===== src/rtl/axis_frame_arbiter.sv =====
// Two-input AXI-Stream frame arbiter with round-robin grant,
// forced tlast after MAX_BEATS beats, and per-port frame counters.
module axis_frame_arbiter #(
    parameter int DATA_WIDTH = 32,
    parameter int MAX_BEATS  = 64,
    parameter int CNT_WIDTH  = 16
) (
    input  logic                      axis_aclk,
    input  logic                      axis_areset,
    input  logic                      enable,
    input  logic [DATA_WIDTH-1:0]     s00_axis_tdata,
    input  logic [DATA_WIDTH/8-1:0]   s00_axis_tstrb,
    input  logic                      s00_axis_tvalid,
    input  logic                      s00_axis_tlast,
    output logic                      s00_axis_tready,
    input  logic [DATA_WIDTH-1:0]     s01_axis_tdata,
    input  logic [DATA_WIDTH/8-1:0]   s01_axis_tstrb,
    input  logic                      s01_axis_tvalid,
    input  logic                      s01_axis_tlast,
    output logic                      s01_axis_tready,
    output logic [DATA_WIDTH-1:0]     m00_axis_tdata,
    output logic [DATA_WIDTH/8-1:0]   m00_axis_tstrb,
    output logic                      m00_axis_tvalid,
    output logic                      m00_axis_tlast,
    input  logic                      m00_axis_tready,
    output logic [1:0]                grant,
    output logic [CNT_WIDTH-1:0]      frame_cnt0,
    output logic [CNT_WIDTH-1:0]      frame_cnt1,
    output logic                      overrun
);

    localparam int BEAT_W = (MAX_BEATS > 1) ? $clog2(MAX_BEATS) : 1;

    localparam logic [1:0] IDLE   = 2'd0;
    localparam logic [1:0] GRANT0 = 2'd1;
    localparam logic [1:0] GRANT1 = 2'd2;

    logic [1:0]           state_q, state_d;
    // last_q = 1 means s01 was served last, so s00 is favoured
    logic                 last_q, last_d;
    logic [BEAT_W-1:0]    beat_q, beat_d;
    logic [CNT_WIDTH-1:0] cnt0_q, cnt0_d;
    logic [CNT_WIDTH-1:0] cnt1_q, cnt1_d;
    logic                 ovr_q, ovr_d;

    logic src_last;
    logic forced;
    logic hs;

    // Route the granted requester to m00; everything idles to zero
    always_comb begin
        m00_axis_tdata  = '0;
        m00_axis_tstrb  = '0;
        m00_axis_tvalid = 1'b0;
        src_last        = 1'b0;
        s00_axis_tready = 1'b0;
        s01_axis_tready = 1'b0;
        case (state_q)
            GRANT0: begin
                m00_axis_tdata  = s00_axis_tdata;
                m00_axis_tstrb  = s00_axis_tstrb;
                m00_axis_tvalid = s00_axis_tvalid;
                src_last        = s00_axis_tlast;
                s00_axis_tready = m00_axis_tready;
            end
            GRANT1: begin
                m00_axis_tdata  = s01_axis_tdata;
                m00_axis_tstrb  = s01_axis_tstrb;
                m00_axis_tvalid = s01_axis_tvalid;
                src_last        = s01_axis_tlast;
                s01_axis_tready = m00_axis_tready;
            end
            default: ;
        endcase
    end

    assign forced         = (beat_q == BEAT_W'(MAX_BEATS - 1));
    assign m00_axis_tlast = (state_q != IDLE) && (src_last || forced);
    assign hs             = m00_axis_tvalid && m00_axis_tready;

    assign grant      = {state_q == GRANT1, state_q == GRANT0};
    assign frame_cnt0 = cnt0_q;
    assign frame_cnt1 = cnt1_q;
    assign overrun    = ovr_q;

    // Arbitration, beat counting and frame-end bookkeeping
    always_comb begin
        state_d = state_q;
        last_d  = last_q;
        beat_d  = beat_q;
        cnt0_d  = cnt0_q;
        cnt1_d  = cnt1_q;
        ovr_d   = ovr_q;
        case (state_q)
            IDLE: begin
                if (enable) begin
                    if (s00_axis_tvalid && (!s01_axis_tvalid || last_q))
                        state_d = GRANT0;
                    else if (s01_axis_tvalid)
                        state_d = GRANT1;
                end
            end
            GRANT0, GRANT1: begin
                if (hs) begin
                    if (m00_axis_tlast) begin
                        state_d = IDLE;
                        beat_d  = '0;
                        last_d  = (state_q == GRANT1);
                        if (state_q == GRANT0)
                            cnt0_d = cnt0_q + CNT_WIDTH'(1);
                        else
                            cnt1_d = cnt1_q + CNT_WIDTH'(1);
                        if (!src_last)
                            ovr_d = 1'b1;
                    end else begin
                        beat_d = beat_q + BEAT_W'(1);
                    end
                end
            end
            default: state_d = IDLE;
        endcase
    end

    // State registers with asynchronous reset
    always_ff @(posedge axis_aclk or posedge axis_areset) begin
        if (axis_areset) begin
            state_q <= IDLE;
            last_q  <= 1'b1;
            beat_q  <= '0;
            cnt0_q  <= '0;
            cnt1_q  <= '0;
            ovr_q   <= 1'b0;
        end else begin
            state_q <= state_d;
            last_q  <= last_d;
            beat_q  <= beat_d;
            cnt0_q  <= cnt0_d;
            cnt1_q  <= cnt1_d;
            ovr_q   <= ovr_d;
        end
    end

endmodule


===== config.mk =====
export PLATFORM = sky130hd
export DESIGN_NAME = axis_frame_arbiter
export DESIGN_NICKNAME = d
export VERILOG_FILES = /design/src/rtl/axis_frame_arbiter.sv
export SDC_FILE = /design/constraint.sdc
export NUM_CORES = 1
export LEC_CHECK = 0
export CAP_MARGIN = 40
export CORE_MARGIN = 10
export CORE_UTILIZATION = 38
export CTS_CLUSTER_SIZE = 20
export DETAILED_ROUTE_END_ITERATION = 10
export PLACE_DENSITY_LB_ADDON = 0.15
export REMOVE_ABC_BUFFERS = 1
export SETUP_SLACK_MARGIN = 0.15
export SYNTH_ARGS = -nofsm -noshare
export SYNTH_HDL_FRONTEND = slang
export SYNTH_SLANG_ARGS = --single-unit
export TNS_END_PERCENT = 50

===== constraint.sdc =====
create_clock -name axis_aclk -period 2.2 [get_ports axis_aclk]
set_input_delay 0.44 -clock axis_aclk [delete_from_list [all_inputs] [get_ports axis_aclk]]
set_output_delay 0.44 -clock axis_aclk [all_outputs]
set_load 0.02 [all_outputs]

# Yosys cells after proc, flatten, opt, wreduce, memory -nomap -nowiden

Cells that the tools add are included.
W data, S select, Z words.

$add $sub $neg: 3
$mul: 0
Div/mod/pow operators: 0
Order comparisons: 0
Equality and inequality tests: 7
Shifts and indexed selects: 0
Muxes and demuxes: 13
Bitwise operators: 2
Reductions and logical operators: 15

Operator list:

| operator                | count |
|---|---|
| $pmux W32 S2            | 1 |
| $add A16 B1 Y16 const B | 2 |
| $reduce_and A4 Y1       | 4 |
| $mux W2                 | 5 |
| $pmux W4 S2             | 1 |
| $add A6 B1 Y6 const B   | 1 |
| $eq A6 B6 Y1 const B    | 1 |
| $mux W6                 | 1 |
| $ne A2 B2 Y1 const B    | 3 |
| $pmux W1 S2             | 2 |
| $pmux W2 S2             | 1 |
| $logic_and A1 B1 Y1     | 3 |
| $ne A3 B3 Y1 const B    | 1 |
| $reduce_and A3 Y1       | 1 |
| $eq A2 B1 Y1 const B    | 1 |
| $eq A2 B2 Y1 const B    | 1 |
| $logic_not A2 Y1        | 1 |
| $logic_or A1 B1 Y1      | 2 |
| $mux W1                 | 2 |
| $not A1 Y1              | 2 |
| $reduce_and A2 Y1       | 1 |
| $reduce_bool A2 Y1      | 1 |
| $reduce_or A2 Y1        | 1 |
| $logic_not A1 Y1        | 1 |

Register bits: 42
Bits in latches: 0
RAM bits: 0
ROM bits: 0
Input port bits: 80
Output and inout bits: 75
Logic and storage cells: 46
Memories: 0

# Logic depth before layout (Yosys ltp)

Depth after elaboration: 7
Gate-level depth with buffers: 8
Depth with buffers taken out: 7

# Worst setup path before layout

Ideal clock, no wire load.

Path kind: flip-flop to output port
Start: register state_q[0]
End: output m00_axis_tdata[17]
Data arrival time: 1.839 ns
Data required time: 1.760 ns
Slack: -0.079 ns
Stages on the path, launching flop included: 7
Path buffers: 2
Cell sequence: dfrtp_1 -> inv_1 -> ha_1 -> clkbuf_1 -> buf_1 -> a22oi_1 -> nor2b_1

Cells in the longest elaborated chain, start to end: 2
Elaborated cells between the ends (all ways): 3
Classes of those cells: eq/ne: 2; mux: 1

RTL lines:

| item                     | line | RTL |
|---|---|---|
| start: declaration       | 38   | `logic [1:0] state_q, state_d;` |
| start signal: assignment | 134  | `state_q <= state_d;` |
| $eq A2 B2 Y1             | -    |  |
| named net grant[1]       | 26   | `output logic [1:0] grant,` |
| $pmux W32 S2             | 58   | `case (state_q)` |
| end: declaration         | 21   | `output logic [DATA_WIDTH-1:0] m00_axis_tdata,` |

The timed path passes the listed nets, and every way through them passes these cells.

# Worst setup path after layout

Start: register state_q[1]
End: output m00_axis_tlast

Cells in the longest elaborated chain, start to end: 4
Elaborated cells between the ends (all ways): 6
Classes of those cells: eq/ne: 2; mux: 1; reduce/logical: 3

RTL lines:

| item                                                | line | RTL |
|---|---|---|
| $eq A2 B2 Y1 / $eq A2 B1 Y1 (equally long branches) | 58   |  |
| $pmux W1 S2                                         | 58   |  |
| $logic_or A1 B1 Y1                                  | 78   | `assign m00_axis_tlast = (state_q != IDLE) && (src_last \|\| forced);` |
| $logic_and A1 B1 Y1 *                               | 78   |  |
| end: declaration                                    | 24   | `output logic m00_axis_tlast,` |

Mark *: on every way between the ends. The rest lies on a longest branch, timed or not.

==> impl_metrics.xml <==
<?xml version="1.0" encoding="UTF-8"?>
<metrics>
  <group name="final_layout">
    <metric name="fin_util" unit="">0.706</metric>
    <metric name="final_cell_mix" unit="">112 x clkdlybuf4s50_1, 45 x buf_4, 41 x dfrtp_1, 35 x nor2b_1, 24 x nand2_1</metric>
    <metric name="finalNetCount" unit="">553</metric>
    <metric name="commonest_non_fill_non_tap_cell_in_the_layout" unit="">clkdlybuf4s50_1</metric>
    <metric name="area_growth_syn_to_layout" unit="%">80.7</metric>
    <metric name="postLayoutCellArea" unit="sq um">4770</metric>
    <metric name="antennaDiodeCount" unit="">0</metric>
    <metric name="final_layout_size_suffix_gt1_frac" unit="">0.265</metric>
  </group>
  <group name="yosys">
    <metric name="synthesis.area_per_instance" unit="sq um">9.16</metric>
    <metric name="post_synth_instance_area" unit="sq um">2640</metric>
    <metric name="synth_cell_types" unit="">39</metric>
    <metric name="synth_seq_cells" unit="">42</metric>
    <metric name="synth.yosys.seq_area_share" unit="">0.399</metric>
    <metric name="syn-instance-count" unit="">288</metric>
    <metric name="yosysWarnings" unit="">0</metric>
  </group>
  <group name="sta">
    <metric name="timing.final.setup_violations" unit="">1</metric>
    <metric name="finalHoldViolations" unit="">0</metric>
    <metric name="setup_ws" unit="ns">-0.0234</metric>
    <metric name="layout_min_cycle_time" unit="ns">2.22</metric>
    <metric name="max_slew.worst_pin.slew" unit="ns">0.595</metric>
    <metric name="max_slew_margin" unit="">0.600</metric>
    <metric name="report.final.slew_viol_count" unit="">0</metric>
    <metric name="final.period_utilization" unit="">1.01</metric>
    <metric name="clock_skew" unit="ns">0.00753</metric>
    <metric name="rsz0062_at_grt" unit="">true</metric>
    <metric name="max_freq" unit="MHz">450</metric>
  </group>
  <group name="power_and_ir_drop">
    <metric name="combPwrFrac" unit="">0.615</metric>
    <metric name="power_per_cell_area" unit="nW/um^2">814</metric>
    <metric name="power.switching_fraction" unit="">0.386</metric>
    <metric name="p_leak" unit="uW">0.00201</metric>
    <metric name="design_power_total" unit="uW">3880</metric>
    <metric name="sequentialPowerShare" unit="">0.225</metric>
    <metric name="power.share.clock" unit="">0.160</metric>
    <metric name="p_int" unit="uW">2380</metric>
    <metric name="switching_power" unit="uW">1500</metric>
    <metric name="max-vdd-ir-drop" unit="mV">0.459</metric>
  </group>
  <group name="clock_network">
    <metric name="h-tree-depth" unit="">2</metric>
    <metric name="clock-root-buffer" unit="">clkbuf_8</metric>
    <metric name="clock_sink_count" unit="">42</metric>
    <metric name="path_clk_slew" unit="ns">0.09</metric>
    <metric name="max_root_sink_buffers" unit="">2</metric>
    <metric name="ctsHoldBuffers" unit="">0</metric>
    <metric name="numCtsBuffers" unit="">5</metric>
    <metric name="worst_skew_pair.late_latency" unit="ns">0.30</metric>
    <metric name="clock_tree_from_tritoncts" unit="">yes</metric>
  </group>
  <group name="critical_path">
    <metric name="largest_driver_fanout_on_the_critical_path" unit="">3</metric>
    <metric name="critical_path.endpoint_type" unit="">output port</metric>
    <metric name="critical_path_required" unit="ns">1.76</metric>
    <metric name="worstSetupPathType" unit="">reg2out</metric>
    <metric name="critical_path_launch_point_type" unit="">flip-flop</metric>
    <metric name="critPathArrivalTime" unit="ns">1.78</metric>
  </group>
  <group name="floorplanning">
    <metric name="initial_core_util" unit="">0.390</metric>
    <metric name="ioPinCount" unit="">155</metric>
    <metric name="cell_rows" unit="">30</metric>
    <metric name="design.die.area" unit="sq um">10700</metric>
    <metric name="floorplan.die.width" unit="um">103</metric>
    <metric name="fp.coreArea" unit="sq um">6760</metric>
    <metric name="die_span_y" unit="um">103</metric>
  </group>
  <group name="min_path">
    <metric name="hold_removal_path_class" unit="">reg2reg</metric>
  </group>
  <group name="outcome">
    <metric name="failed_checks" unit="">negative setup slack</metric>
    <metric name="run_status" unit="">complete, but fails checks</metric>
  </group>
  <group name="routing">
    <metric name="post-route-drc-count" unit="">0</metric>
    <metric name="routedWlPerCell" unit="um">18.4</metric>
    <metric name="ant_nets" unit="">0</metric>
    <metric name="route.vias.total" unit="">2900</metric>
    <metric name="post_drt_via_cell_ratio" unit="">5.29</metric>
    <metric name="detail_route.first_pass.iterations" unit="">4</metric>
    <metric name="totalWireLength" unit="um">10100</metric>
    <metric name="drtIter0Drc" unit="">112</metric>
  </group>
  <group name="global_route">
    <metric name="number_of_antenna_violations_at_the_first_check_in_global_routing" unit="">0</metric>
    <metric name="grt_start_max_net_pins" unit="">43</metric>
    <metric name="grt_usage" unit="">0.184</metric>
    <metric name="grt_first_pass_wirelength" unit="um">15400</metric>
    <metric name="gr-total-overflow" unit="">0</metric>
    <metric name="first_global_vias" unit="">3014</metric>
  </group>
  <group name="placement">
    <metric name="port_buf_inserts" unit="">154</metric>
    <metric name="place_hpwl" unit="um">7760</metric>
    <metric name="gp_congestion" unit="">0.816</metric>
    <metric name="postPlaceCellArea" unit="sq um">4420</metric>
  </group>
  <group name="flow_run">
    <metric name="maxCapViolCount" unit="">0</metric>
  </group>
</metrics>
==> synth_stat cells <==
| library cell | n | area share |
|---|---|---|
| dfrtp_1 | 41 | 0.39 |
| a22oi_1 | 36 | 0.10 |
| nor2b_1 | 36 | 0.085 |
| nand2_1 | 24 | 0.034 |
| xnor2_1 | 23 | 0.076 |
| nand3_1 | 16 | 0.030 |
| nand4_1 | 11 | 0.026 |
| inv_1 | 10 | 0.014 |
| nor2_1 | 10 | 0.014 |
| xor2_1 | 10 | 0.033 |
| clkbuf_1 | 8 | 0.011 |
| nor3_1 | 7 | 0.013 |
| o21ai_0 | 7 | 0.013 |
| ha_1 | 6 | 0.028 |
| nor4_1 | 6 | 0.014 |
| and3_1 | 4 | 0.0095 |
| buf_1 | 4 | 0.0057 |
| and2_1 | 3 | 0.0071 |
| and4_1 | 3 | 0.010 |
| a21boi_2 | 2 | 0.0085 |
| a22o_1 | 2 | 0.0066 |
| o21ai_2 | 2 | 0.0066 |
| a21o_1 | 1 | 0.0028 |
| a21oi_1 | 1 | 0.0019 |
| a31oi_1 | 1 | 0.0024 |
| a32oi_1 | 1 | 0.0033 |
| and3b_1 | 1 | 0.0033 |
| and4b_1 | 1 | 0.0038 |
| buf_2 | 1 | 0.0019 |
| buf_4 | 1 | 0.0028 |
| dfstp_2 | 1 | 0.010 |
| mux2_2 | 1 | 0.0043 |
| nand2b_1 | 1 | 0.0024 |
| nand2b_4 | 1 | 0.0052 |
| nand3b_1 | 1 | 0.0028 |
| nor2_2 | 1 | 0.0024 |
| nor3_2 | 1 | 0.0038 |
| or3_1 | 1 | 0.0024 |
| or3_4 | 1 | 0.0043 |
==> timing repair <==
action / CTS / global route
pin swaps: 3 / 8
gates resized for setup: 166 / 71
setup endpoints to repair: 70 / 74
buffers inserted: 2 / 2
cloned: 1 / 1
==> cell families (layout without fill, tap and decap cells) <==
logic type / Yosys count / after routing / share of synthesized area
muxes: 1 / 1 / 0.00427
AOI/OAI and AO/OA: 53 / 53 / 0.148
adders and majority gates: 6 / 6 / 0.0285
xor gates and xnor gates: 33 / 33 / 0.110
buffers and inverters: 24 / 204 / 0.0361
and+or+nand+nor: 129 / 129 / 0.275
DFF: 42 / 42 / 0.399
==> final cells by class <==
type | instances | area, sq um
sequential | 42 | 1050
tap | 80 | 100
multi-input combinational | 222 | 1690
fill | 525 | 1990
inverter | 10 | 37.5
clock buffer | 5 | 68.8
timing repair buffer | 186 | 1780
clock inverter | 3 | 43.8
==> power by group through the flow <==
stage	registers, uW	logic (uW)	clock network (uW)
3_5_place_dp	886	2040	0
5_1_grt	881	2550	670
2_1_floorplan	891	1050	0
6_report	875	2390	620
3_3_place_gp	883	2020	0
4_1_cts	870	2210	634
==> worst max-delay path, stage by stage, from the launching register on <==
cell     delay [ns]
dfrtp_1        0.41
buf_6          0.13
ha_4           0.17
a22o_1         0.24
and3b_2        0.25
nor2_4         0.10
inv_2          0.05
buf_6          0.13
==> worst paths after layout <==
| kind | startpoint | endpoint | slack (ns) | cells after the start |
|---|---|---|---|---|
| hold reg to reg | frame_cnt0[15] | frame_cnt0[15] | 0.48 | 1 |
| max in group asynchronous | axis_areset | last_q | 1.24 | 3 |
| hold / removal | frame_cnt0[15] | frame_cnt0[15] | 0.48 | 1 |
| setup / recovery | state_q[1] | m00_axis_tlast | -0.02 | 7 |
| setup reg to reg | state_q[1] | frame_cnt1[10] | 0.05 | 10 |
| min in group asynchronous | axis_areset | frame_cnt1[15] | 0.58 | 3 |
==> flip-flops by register name, indices dropped and copies added (netlist names) <==
signal and count:
frame_cnt1 16, overrun 1, last_q 1, frame_cnt0 16
beat_q 6, state_q 2
==> metal layers <==
layer  GRT usage  routed length (um)  vias up
met4      0.0449                 157        0
met3      0.0738                 857       12
met2       0.338                5390      114
met5           0                   0        -
met1       0.190                3680     1389
li1            -                   -     1385
==> stage by stage <==
step	setup TNS, ns	setup slack [ns]	instances	hold slack [ns]
global placement	-1.32	-0.315	534	0.458
global route	-0.209	-0.0715	548	0.492
detailed placement	-1.91	-0.313	534	0.462
floorplan	-19.45	-0.483	274	0.476
finish	-0.0234	-0.0234	548	0.481
CTS	0	0.0193	545	0.481
Note: power is estimated with default switching activity, not from simulation.
==> RTL edit 1 (config.mk and constraints unchanged) <==
Set the parameter `MAX_BEATS` to 32 (it was 64).
--- a/src/rtl/axis_frame_arbiter.sv
+++ b/src/rtl/axis_frame_arbiter.sv
@@ -3,5 +3,5 @@
 module axis_frame_arbiter #(
     parameter int DATA_WIDTH = 32,
-    parameter int MAX_BEATS  = 64,
+    parameter int MAX_BEATS  = 32,
     parameter int CNT_WIDTH  = 16
 ) (
Formal check against the unedited RTL: no difference found for any inputs over 10 cycles, from zero or initial values and one cycle with axis_areset high; that may be too few to reach the edited logic, so the function may still have changed.
==> RTL edit 1 against the unedited design <==
Power grew 5.0%; routed wire length grew 7.5%; sequential cell count shrank 1; via count shrank 0.38%; maximum frequency grew 4.7%; clock power grew 3.2%; combinational power grew 7%; critical path depth shrank 1; sequential power shrank 0.6%; final area shrank 2.5%; worst setup slack gained 0.10 ns; global-route usage grew 0.80 points; area after synthesis shrank 2.6%; clock skew shrank 0.0039 ns.
==> RTL edit 1: results (changes against the unedited design) <==
Status
  – Status: finished clean (was complete, but fails checks)

Placed design
  – Pre-CTS setup slack: -0.1965 ns (was -0.3129 ns)
  – Hpwl dp: 7879 um (was 7761 um)
  – Post-Place Cells: 520 (was 534)
  – DP Area: 4372 um^2 (was 4422 um^2)
  – PortBufs: 154 (unchanged)
  – RePlAce Congestion: 0.7780 (was 0.8164)

Finish
  – CLK BUF: 7 (was 5)
  – Antenna Cells: 0 (unchanged)
  – Non-clk bufs: 189 (was 186)
  – Footprint of the multi-input gates: 1600 um^2 (was 1688 um^2)
  – Final net count: 548 (was 553)
  – Non-Clock Inverter Count: 6 (was 10)
  – Signal buf overhead: 38.38% (was 37.27%)
  – Final core occ: 71.93% (was 70.56%)
  – Filler cell count: 476 (was 525)
  – Clk cell area share: 2.505% (was 2.362%)
  – #MultiIn Comb: 218 (was 222)
  – FF/Latch Area: 1027 um^2 (was 1052 um^2)
  – Ratio of cells with drive above 1 in the final layout: 25.76% (was 26.50%)

STA
  – Worst-margin pin slew: 0.5487 ns (was 0.5947 ns)
  – Setup TNS: 0 ns (was -0.02342 ns)
  – Setup Skew: 0.003593 ns (was 0.007533 ns)

GRT
  – GRT Util Overall: 19.19% (was 18.39%)
  – Congestion Overflow GR: 0 (unchanged)
  – Largest net degree at the start of global routing: 42 (was 43)
  – First-pass GRT wire length: 15880 um (was 15430 um)
  – Initial antenna violation count: 0 (unchanged)

Synth
  – Async SR Flop Fraction: 100.0% (unchanged)
  – Top post-synthesis cells by area: dfrtp_1, a22oi_1, xnor2_1, nor2_1, nand4_1 (was dfrtp_1, a22oi_1, nor2b_1, xnor2_1, nand2_1)
  – Post-synth top cells: nor2_1, dfrtp_1, a22oi_1 (was dfrtp_1, a22oi_1, nor2b_1)
  – Post-synthesis mux area share: 1.315% (was 0.4269%)
  – Sequential fraction of the synthesis area: 39.99% (was 39.90%)
  – Post-Synth Adder-Cell Area: 3.410% (was 2.846%)
  – Ys Warns: 0 (unchanged)
  – Synth Area in Compound Gates: 16.85% (was 14.80%)
  – XOR/XNOR share of the synthesized area: 10.23% (was 10.96%)
  – Post-synthesis cell count: 282 (was 288)
  – Synth cell types: 36 (was 39)

Detailed routing
  – DR vias/cell: 5.360 (was 5.292)
  – Drt initial violations: 94 (was 112)
  – Routed WL per cell: 20.12 um (was 18.41 um)
  – Via count: 2889 (was 2900)
  – Drt first pass iters: 4 (unchanged)

CTS
  – Clock latency on the worst-skew pair: approximately 0.29 ns
  – CTS sink count: 41 (was 42)
  – Clk buf depth: 2 (unchanged)
  – Root Driver: clkbuf_8 (unchanged)
  – Total CTS buffers: 5 (unchanged)

Hold path
  – Hold WC Path Type: flip-flop to flip-flop (unchanged)

Floorplan
  – Core Region: 6459 um^2 (was 6756 um^2)

Power and ir drop
  – Peak supply drop: 619.4 uV (was 458.8 uV)
  – Leak: 2.012 nW (was 2.014 nW)

Run
  – Max Cap Viol: 0 (unchanged)

Setup path
  – Worst Path Max Fanout: 4 (was 3)
  – Largest delay share family, worst path: compound AO/OA/AOI/OAI gates (was flip-flops)
  – Crit path DAT: 1.68 ns (was 1.78 ns)
-- RTL edit 1: cell count changes in the layout (fill, tap and decap cells not counted), sizes merged, moves of 3 or more --
cell	change
nor2	+35
nand4	+5
nor4	-3
nand2	-4
buf	+4
xor2	-7
nor2b	-36
xnor2	+4
a21oi	+3
inv	-5
nor3	-4
-- RTL edit 1: worst reg2reg max path, delay by kind of cell (launching register included) --
| family | cells | cell delay (ns) |
|---|---|---|
| DFF | 1 | 0.42 |
| buffers and inverters | 4 | 0.62 |
| adders and majority gates | 1 | 0.21 |
| AOI/OAI and AO/OA | 4 | 0.77 |
-- RTL edit 1: where the power goes --
group	switching [mW]	total [mW]	internal, mW
combinational	1.39	2.56	1.17
clock	0.270	0.640	0.370
sequential	0.0569	0.870	0.813
total	1.72	4.07	2.35
-- RTL edit 1: what timing repair did --
item	in CTS	in global routing
gates cloned	3	0
pin swaps	3	10
buffers inserted	3	5
endpoints found under the setup margin	66	74
gates resized for setup	171	35
-- RTL edit 1: path summary, 6_finish.rpt --
check | from | endpoint | slack [ns] | cells past startpoint
hold / removal | frame_cnt1[15] | frame_cnt1[15] | 0.47 | 1
hold reg to reg | frame_cnt1[15] | frame_cnt1[15] | 0.47 | 1
setup reg to reg | state_q[0] | state_q[0] | 0.08 | 9
min in group asynchronous | axis_areset | frame_cnt0[10] | 0.56 | 3
max in group asynchronous | axis_areset | last_q | 1.27 | 3
setup / recovery | state_q[1] | m00_axis_tlast | 0.08 | 6
-- RTL edit 1: routing by layer --
metal  track usage [%]  part of all wire, %
met5                 0                    0
met4             3.796                  1.2
met3             6.005                  8.6
met2             34.72                   53
met1             21.71                   37
==> RTL edit 2 (same flow settings) <==
Without the edit above. Put one more register stage on the output `frame_cnt1`, cleared by the reset. The value now appears one clock later. The other outputs are not delayed to match.
--- a/src/rtl/axis_frame_arbiter.sv
+++ b/src/rtl/axis_frame_arbiter.sv
@@ -81,5 +81,11 @@
     assign grant      = {state_q == GRANT1, state_q == GRANT0};
     assign frame_cnt0 = cnt0_q;
-    assign frame_cnt1 = cnt1_q;
+    always_ff @(posedge axis_aclk or posedge axis_areset) begin
+        if (axis_areset) begin
+            frame_cnt1 <= '0;
+        end else begin
+            frame_cnt1 <= cnt1_q;
+        end
+    end
     assign overrun    = ovr_q;
 
Function: changed (Yosys sat finds a counterexample within 4 cycles, from zero or initial values and one cycle with axis_areset high).
==> RTL edit 2 against the unedited design <==
Area after synthesis increased by 10%; routed wire length increased by 8.0%; utilization increased by 0.054 points; first-iteration DRC count increased by 25%; die area increased by 8.3%; critical path depth decreased by 1; count of clock-buffer cells in the layout increased by 8; final area increased by 8.6%; power increased by 18%; sequential cell count increased by 16; clock skew increased by 0.0016 ns; worst setup slack improved by 0.10 ns; global-route usage decreased by 0.42 points.
==> RTL edit 2: results (changes against the unedited design) <==
Synth
  – Post-Synth Adder-Cell Area: 2.581% (was 2.846%)
  – Synth Area in Compound Gates: 14.19% (was 14.80%)
  – Post-synthesis mux area share: 1.161% (was 0.4269%)
  – Average cell area after synthesis: 10.32 um^2 (was 9.158 um^2)
  – Top post-synthesis cells by area: dfrtp_1, a22oi_1, xnor2_1, nor2_1, nand4_1 (was dfrtp_1, a22oi_1, nor2b_1, xnor2_1, nand2_1)
  – Synth cell types: 34 (was 39)
  – Post-synth top cells: dfrtp_1, nor2_1, a22oi_1 (was dfrtp_1, a22oi_1, nor2b_1)
  – XOR/XNOR share of the synthesized area: 9.935% (was 10.96%)
  – Sequential fraction of the synthesis area: 49.94% (was 39.90%)

Placed design
  – Hpwl dp: 8023 um (was 7761 um)
  – Pre-CTS setup slack: -0.1344 ns (was -0.3129 ns)
  – Post-Place Cells: 551 (was 534)

GRT
  – Initial antenna violation count: 1 (was 0)
  – Largest net degree at the start of global routing: 24 (was 43)
  – Vias in the first global route: 2845 (was 3014)

STA
  – Setup Skew: 0.009160 ns (was 0.007533 ns)
  – # setup viols final: 0 (was 1)
  – Hold Slack: 0.2659 ns (was 0.4814 ns)
  – Worst-margin pin slew: 0.5984 ns (was 0.5947 ns)

CTS
  – Clock Pin Slew Worst Setup and Hold Paths: 0.06 ns (was 0.09 ns)
  – Clock latency on the worst-skew pair: 0.34 ns (was 0.30 ns)

Setup path
  – Worst Path Max Fanout: 6 (was 3)
  – R2R setup slack: 0.12 ns (was 0.05 ns)
  – Crit path DAT: 1.68 ns (was 1.78 ns)
  – Crit path capture: m00_axis_tvalid (was m00_axis_tlast)
  – Crit path launch: state_q[0] (was state_q[1])

Power and ir drop
  – Leak: 2.269 nW (was 2.014 nW)

Hold path
  – Hold WC Path Type: input pin to async pin (was flip-flop to flip-flop)

Finish
  – Ratio of cells with drive above 1 in the final layout: 29.50% (was 26.50%)

Status
  – Status: finished clean (was complete, but fails checks)
RTL edit 2: changes by cell type in the layout (fill, tap and decap cells not counted), sizes merged, moves of 7 or more:
cell,delta
buf,+11
dfrtp,+16
nand2,-8
nor2,+31
nor2b,-36
xnor2,+7
xor2,-7
RTL edit 2: worst reg2reg max path, stage by stage (launching register included):
cell and delay [ns]:
dfrtp_1 0.38, inv_2 0.09, ha_4 0.16, or3_4 0.38
buf_4 0.18, a211oi_4 0.28, buf_12 0.17, mux2_2 0.33
RTL edit 2: area by class of cell:
cell class / instances / area (um^2) / area share [%]
tap: 99 / 123.9 / 2.393
sequential: 58 / 1453 / 28.06
inverter: 6 / 25.02 / 0.4834
timing repair buffer: 196 / 1813 / 35.03
clock inverter: 3 / 40.04 / 0.7735
multi-input combinational: 202 / 1560 / 30.14
antenna: 1 / 2.502 / 0.04834
clock buffer: 13 / 158.9 / 3.070
RTL edit 2: timing repair:
item	in CTS	in global routing
hold buffers	0	0
setup endpoints to repair	73	76
pin swaps	7	13
buffers inserted	4	4
gates cloned	1	1
resized for setup	184	43
RTL edit 2: metal layers:
| layer | up-vias | routed length [um] | track usage [%] |
|---|---|---|---|
| li1 | 1395 | - | - |
| met1 | 1421 | 4304 | 21.14 |
| met2 | 122 | 5348 | 28.88 |
| met3 | 16 | 1022 | 7.006 |
| met4 | 0 | 223 | 6.870 |
| met5 | - | 0 | 0 |
RTL edit 2: through the flow:
stage	utilization [%]	cell area, um^2
global route	70.61	5176
detailed placement	65.44	4797
floorplan	-	2839
finish	70.61	5176
global placement	65.44	4797
CTS	67.88	4976
RTL edit 2: power breakdown:
group          total, mW  switching, mW  leakage [nW]  internal, mW
clock network      0.987          0.405         0.103         0.582
registers           1.16         0.0397         0.803          1.12
logic               2.43           1.28          1.36          1.16
total               4.58           1.72          2.27          2.85
